File: src/rtl/icache_pkg.sv
// Shared types, sizes and address-field helpers for the instruction cache.
package icache_pkg;

    typedef enum logic [1:0] {
        S_IDLE,
        S_MEM_READ,
        S_UPDATE
    } state_t;

    localparam int OFFSET_BITS = 2;
    localparam int BLOCK_WORDS = 4;
    localparam int BLOCK_WIDTH = 128;

    function automatic logic [OFFSET_BITS-1:0] get_offset(input logic [31:0] pc);
        return OFFSET_BITS'(pc >> 2);
    endfunction

    function automatic logic [31:0] get_index(input logic [31:0] pc, input int ib);
        return (pc >> 4) & ((32'd1 << ib) - 32'd1);
    endfunction

    function automatic logic [31:0] get_tag(input logic [31:0] pc, input int ib, input int tb);
        return (pc >> (4 + ib)) & ((32'd1 << tb) - 32'd1);
    endfunction

endpackage

File: src/rtl/icache_array.sv
// Valid/tag/data storage: combinational read port, synchronous write port.
module icache_array
    import icache_pkg::*;
#(
    parameter int INDEX_BITS = 3,
    parameter int TAG_BITS   = 3
) (
    input  logic                   CLK,
    input  logic                   RESET,
    input  logic [INDEX_BITS-1:0]  rd_index,
    output logic                   rd_valid,
    output logic [TAG_BITS-1:0]    rd_tag,
    output logic [BLOCK_WIDTH-1:0] rd_block,
    input  logic                   we,
    input  logic [INDEX_BITS-1:0]  wr_index,
    input  logic [TAG_BITS-1:0]    wr_tag,
    input  logic [BLOCK_WIDTH-1:0] wr_block
);

    localparam int NUM_BLOCKS = 1 << INDEX_BITS;

    logic [NUM_BLOCKS-1:0]  valid;
    logic [TAG_BITS-1:0]    tag_mem  [NUM_BLOCKS];
    logic [BLOCK_WIDTH-1:0] data_mem [NUM_BLOCKS];

    assign rd_valid = valid[rd_index];
    assign rd_tag   = tag_mem[rd_index];
    assign rd_block = data_mem[rd_index];

    always_ff @(posedge CLK) begin
        if (RESET)
            valid <= '0;
        else if (we)
            valid[wr_index] <= 1'b1;
    end

    // Reset aborts a pending write so no half-refilled block survives.
    always_ff @(posedge CLK) begin
        if (we && !RESET) begin
            tag_mem[wr_index]  <= wr_tag;
            data_mem[wr_index] <= wr_block;
        end
    end

endmodule

File: src/rtl/instruction_cache.sv
// Direct-mapped read-only instruction cache; refills 16-byte blocks over a
// 128-bit port and stalls fetch via BUSYWAIT on a miss.
module instruction_cache
    import icache_pkg::*;
#(
    parameter int INDEX_BITS = 3,
    parameter int TAG_BITS   = 3
) (
    input  logic                         CLK,
    input  logic                         RESET,
    input  logic [31:0]                  PC,
    output logic [31:0]                  INSTRUCTION,
    output logic                         BUSYWAIT,
    output logic                         MEM_READ,
    output logic [TAG_BITS+INDEX_BITS-1:0] MEM_ADDRESS,
    input  logic [BLOCK_WIDTH-1:0]       MEM_READDATA,
    input  logic                         MEM_BUSYWAIT
);

    state_t                         state;
    logic [TAG_BITS+INDEX_BITS-1:0] miss_addr;
    logic [BLOCK_WIDTH-1:0]         refill_buf;

    logic [INDEX_BITS-1:0]  pc_index;
    logic [TAG_BITS-1:0]    pc_tag;
    logic [OFFSET_BITS-1:0] pc_offset;

    logic                   rd_valid;
    logic [TAG_BITS-1:0]    rd_tag;
    logic [BLOCK_WIDTH-1:0] rd_block;
    logic                   hit;

    assign pc_index  = INDEX_BITS'(get_index(PC, INDEX_BITS));
    assign pc_tag    = TAG_BITS'(get_tag(PC, INDEX_BITS, TAG_BITS));
    assign pc_offset = get_offset(PC);

    icache_array #(
        .INDEX_BITS (INDEX_BITS),
        .TAG_BITS   (TAG_BITS)
    ) u_array (
        .CLK      (CLK),
        .RESET    (RESET),
        .rd_index (pc_index),
        .rd_valid (rd_valid),
        .rd_tag   (rd_tag),
        .rd_block (rd_block),
        .we       (state == S_UPDATE),
        .wr_index (miss_addr[INDEX_BITS-1:0]),
        .wr_tag   (miss_addr[TAG_BITS+INDEX_BITS-1:INDEX_BITS]),
        .wr_block (refill_buf)
    );

    assign hit         = rd_valid && (rd_tag == pc_tag);
    assign INSTRUCTION = rd_block[{pc_offset, 5'b0} +: 32];
    assign BUSYWAIT    = !RESET && ((state != S_IDLE) || !hit);
    assign MEM_ADDRESS = miss_addr;

    always_ff @(posedge CLK) begin
        if (RESET) begin
            state      <= S_IDLE;
            MEM_READ   <= 1'b0;
            miss_addr  <= '0;
            refill_buf <= '0;
        end else begin
            unique case (state)
                S_IDLE: begin
                    if (!hit) begin
                        miss_addr <= {pc_tag, pc_index};
                        MEM_READ  <= 1'b1;
                        state     <= S_MEM_READ;
                    end
                end
                S_MEM_READ: begin
                    if (!MEM_BUSYWAIT) begin
                        refill_buf <= MEM_READDATA;
                        MEM_READ   <= 1'b0;
                        state      <= S_UPDATE;
                    end
                end
                S_UPDATE: begin
                    state <= S_IDLE;
                end
                default: begin
                    MEM_READ <= 1'b0;
                    state    <= S_IDLE;
                end
            endcase
        end
    end

endmodule
File: config.mk
export PLATFORM = sky130hd
export DESIGN_NAME = instruction_cache
export DESIGN_NICKNAME = d
export VERILOG_FILES = /design/src/rtl/icache_pkg.sv /design/src/rtl/icache_array.sv /design/src/rtl/instruction_cache.sv
export SDC_FILE = /design/constraint.sdc
export NUM_CORES = 1
export LEC_CHECK = 0
export BUFFER_PORTS_ARGS = -buffer_cell sky130_fd_sc_hd__buf_4
export CORE_ASPECT_RATIO = 0.5
export CORE_UTILIZATION = 30
export CTS_BUF_LIST = sky130_fd_sc_hd__clkbuf_8 sky130_fd_sc_hd__clkbuf_16
export CTS_CLUSTER_SIZE = 10
export DETAILED_ROUTE_END_ITERATION = 12
export MAX_ROUTING_LAYER = met4
export SYNTH_ARGS = -nofsm -noshare
export SYNTH_HDL_FRONTEND = slang
export SYNTH_SLANG_ARGS = --single-unit
File: constraint.sdc
create_clock -name CLK -period 12 [get_ports CLK]
set_clock_uncertainty 0.05 [all_clocks]
set_input_delay 2.4 -clock CLK [delete_from_list [all_inputs] [get_ports CLK]]
set_output_delay 2.4 -clock CLK [all_outputs]
set_load 0.02 [all_outputs]
==> flow_summary.yaml <==
synthesis:
  yosysWarnings: 0
  syn_inst: 2128
  synth-seq-cells: 1193
  synth_cell_types: 26
  yosys-top-cells-area: "edfxtp_1, mux4_2, dfxtp_1, nand2_1, a21oi_1"
  synth_top_area_share_pct: 70.4
  synth.net_count: 2291
  syn_area_per_cell_um2: 21.0
  ys_seq_area_share_pct: 76.9
  netlist_area_um2: 44700
  synth_largest_area_cell: "edfxtp_1"
timing:
  worstMarginPinSlew_ps: 1120
  slew_headroom_pct: 25.4
  max_freq_mhz: 123
  maxSlewViolCount: 0
  finalCritPeriodShare_pct: 67.6
  fin_tns_setup_ps: 0
  rsz0062_at_grt: "false"
  hold_viol: 0
  fin_crit_ps: 8120
  setup_slack_ps: 3880
  setup_violations: 0
  hold_slack_ps: 399
die:
  pin_count: 203
  die_area_um2: 151000
  die_h_um: 275
  start_util_pct: 30.4
  die_w_um: 548
  coreArea_um2: 147000
  std_cell_rows: 99
global_route:
  grt_max_degree: 135
  grt_usage_pct: 13.8
  grt_pass1_wl_um: 148000
  antenna_found_initial: 8
  grt_overflow: 0
  grt_pass1_vias: 22300
detailed_routing:
  post-route-drc-count: 0
  wl_per_cell_um: 22.9
  via_count: 21000
  wl_um: 102000
  drt-vias-per-instance: 4.74
  ant_nets: 0
  dr.pass1.iters: 5
  dr.first_iter.drc_count: 1675
layout:
  syn2layout_area_growth_pct: 17.4
  fin_cells: 4434
  nets: 2511
  regArea_um2: 34400
  drive_above_1_share_pct: 29.6
  post-route-util_pct: 35.7
  multiInputGateArea_um2: 9850
  nFillCells: 13600
cts:
  cts_buffer_depth: 3
  clk-insertion-delay-late_ps: 720
  cts_tree: "done"
  root_buffer: "clkbuf_16"
  postCtsHoldBufs: 0
  clock-sinks: 1193
  h-tree-depth: 4
  post_cts_resized: 0
  postCtsSetupRepairBufs: 0
  cts_buffers: 137
  clk_pin_slew_worst_paths_ps: 50
power:
  leakage_uw: 0.0161
  ir_drop_uv: 109
  powerDensity_nw_per_um2: 166
placed_design:
  post-place-ws_ps: 3760
  place_inst: 4178
  portBuffers: 178
  gp_congestion: 0.706
  hpwl_um: 52000
critical_path:
  cp.required_ps: 9550
  cp.arrival_ps: 5670
  path_max_fanout: 107
  cp-end-kind: "primary output"
  start_kind: "primary input"
  criticalPathCategory: "primary input to primary output"
outcome:
  outcome: "finished, final reports clean"
flow_run:
  maxCapViolations: 0
worst_hold_path:
  hold_class: "flop to flop"
[state kept, by name (all words and copies together) (netlist names)]
name / flops
refill_buf: 128
u_array.data_mem: 1024
u_array.valid: 8
state: 2
MEM_ADDRESS: 6
MEM_READ: 1
u_array.tag_mem: 24
[layout by cell type (no fill, tap or decap), drive strengths merged]
master	n
o21a	1
nor2	10
dfxtp	145
nand3	1
xor2	3
edfxtp	1048
a2111oi	1
mux4	325
a21boi	1
a41oi	1
or3	1
buf	204
a21o	8
nand2	269
a21oi	129
mux2i	18
nand2b	3
nand3b	1
inv	102
clkbuf	147
diode	7
nor3	3
clkinv	3
and4	1
mux2	33
[path summary, 6_finish.rpt]
check,slack [ps],from,endpoint,cells after the start
worst max-delay path,3880,PC[4],INSTRUCTION[7],6
worst max register to register,8520,state[1],u_array.data_mem[4][58],4
worst min-delay path,400,u_array.valid[6],u_array.valid[6],1
worst min register to register,400,u_array.valid[6],u_array.valid[6],1
[cell usage after synthesis]
master and count:
a2111oi_2 1, a21boi_0 1, a21o_1 8, a21oi_1 129, a41oi_4 1, and4_4 1, buf_1 15, buf_2 16
buf_4 13, buf_6 4, clkbuf_1 75, dfxtp_1 145, edfxtp_1 1048, inv_1 3, mux2_2 33, mux2i_1 18
mux4_2 325, nand2_1 269, nand2b_1 3, nand3_1 1, nand3b_1 1, nor2_1 10, nor3_1 3, o21a_1 1
or3_1 1, xor2_1 3
[report_power, final]
part	switching, uW	internal, uW
sequential	50.2	4540
combinational	226	187
clock	1550	2180
[cell type report]
type / instances / share of cell area [%]
repair buffers: 204 / 3.18
clock inverters: 102 / 0.830
diodes: 7 / 0.0334
clock buffers: 147 / 6.99
well taps: 1969 / 4.69
flip-flops and latches: 1193 / 65.5
inverters: 3 / 0.0215
multi-input cells: 809 / 18.8
[metrics by stage]
| stage | total power, uW | instance area, um2 |
|---|---|---|
| floorplan | 4910 | 44700 |
| global placement | 5090 | 48400 |
| detailed placement | 5100 | 48400 |
| CTS | 8820 | 52500 |
| global route | 9000 | 52500 |
| finish | 8730 | 52500 |
[per-layer routing]
metal / track usage [%] / vias to the layer above / part of all wire [%] / routed length [um]
met4: 4.19 / 0 / 1.8 / 1850
met5: - / - / 0 / 0
met3: 2.16 / 113 / 4.4 / 4430
met2: 23.5 / 479 / 51 / 52200
li1: - / 9135 / - / -
met1: 17.0 / 11300 / 42 / 43100
[critical path: stages]
cell and delay (ps):
buf_8 570, buf_12 740, mux4_2 610, mux4_2 650, mux2_2 370, buf_4 170
[kinds of logic (layout without fill, tap and decap cells)]
logic type      Yosys count  in the layout  share of synthesized area [%]
compound gates          141            141                           1.71
buf+inv                 126            456                           1.28
other cells               0              7                              0
simple gates            289            289                           2.48
xor+xnor                  3              3                         0.0588
mux                     376            376                           17.6
flops                  1193           1193                           76.9
No activity file was read; power rests on OpenSTA's default activity.
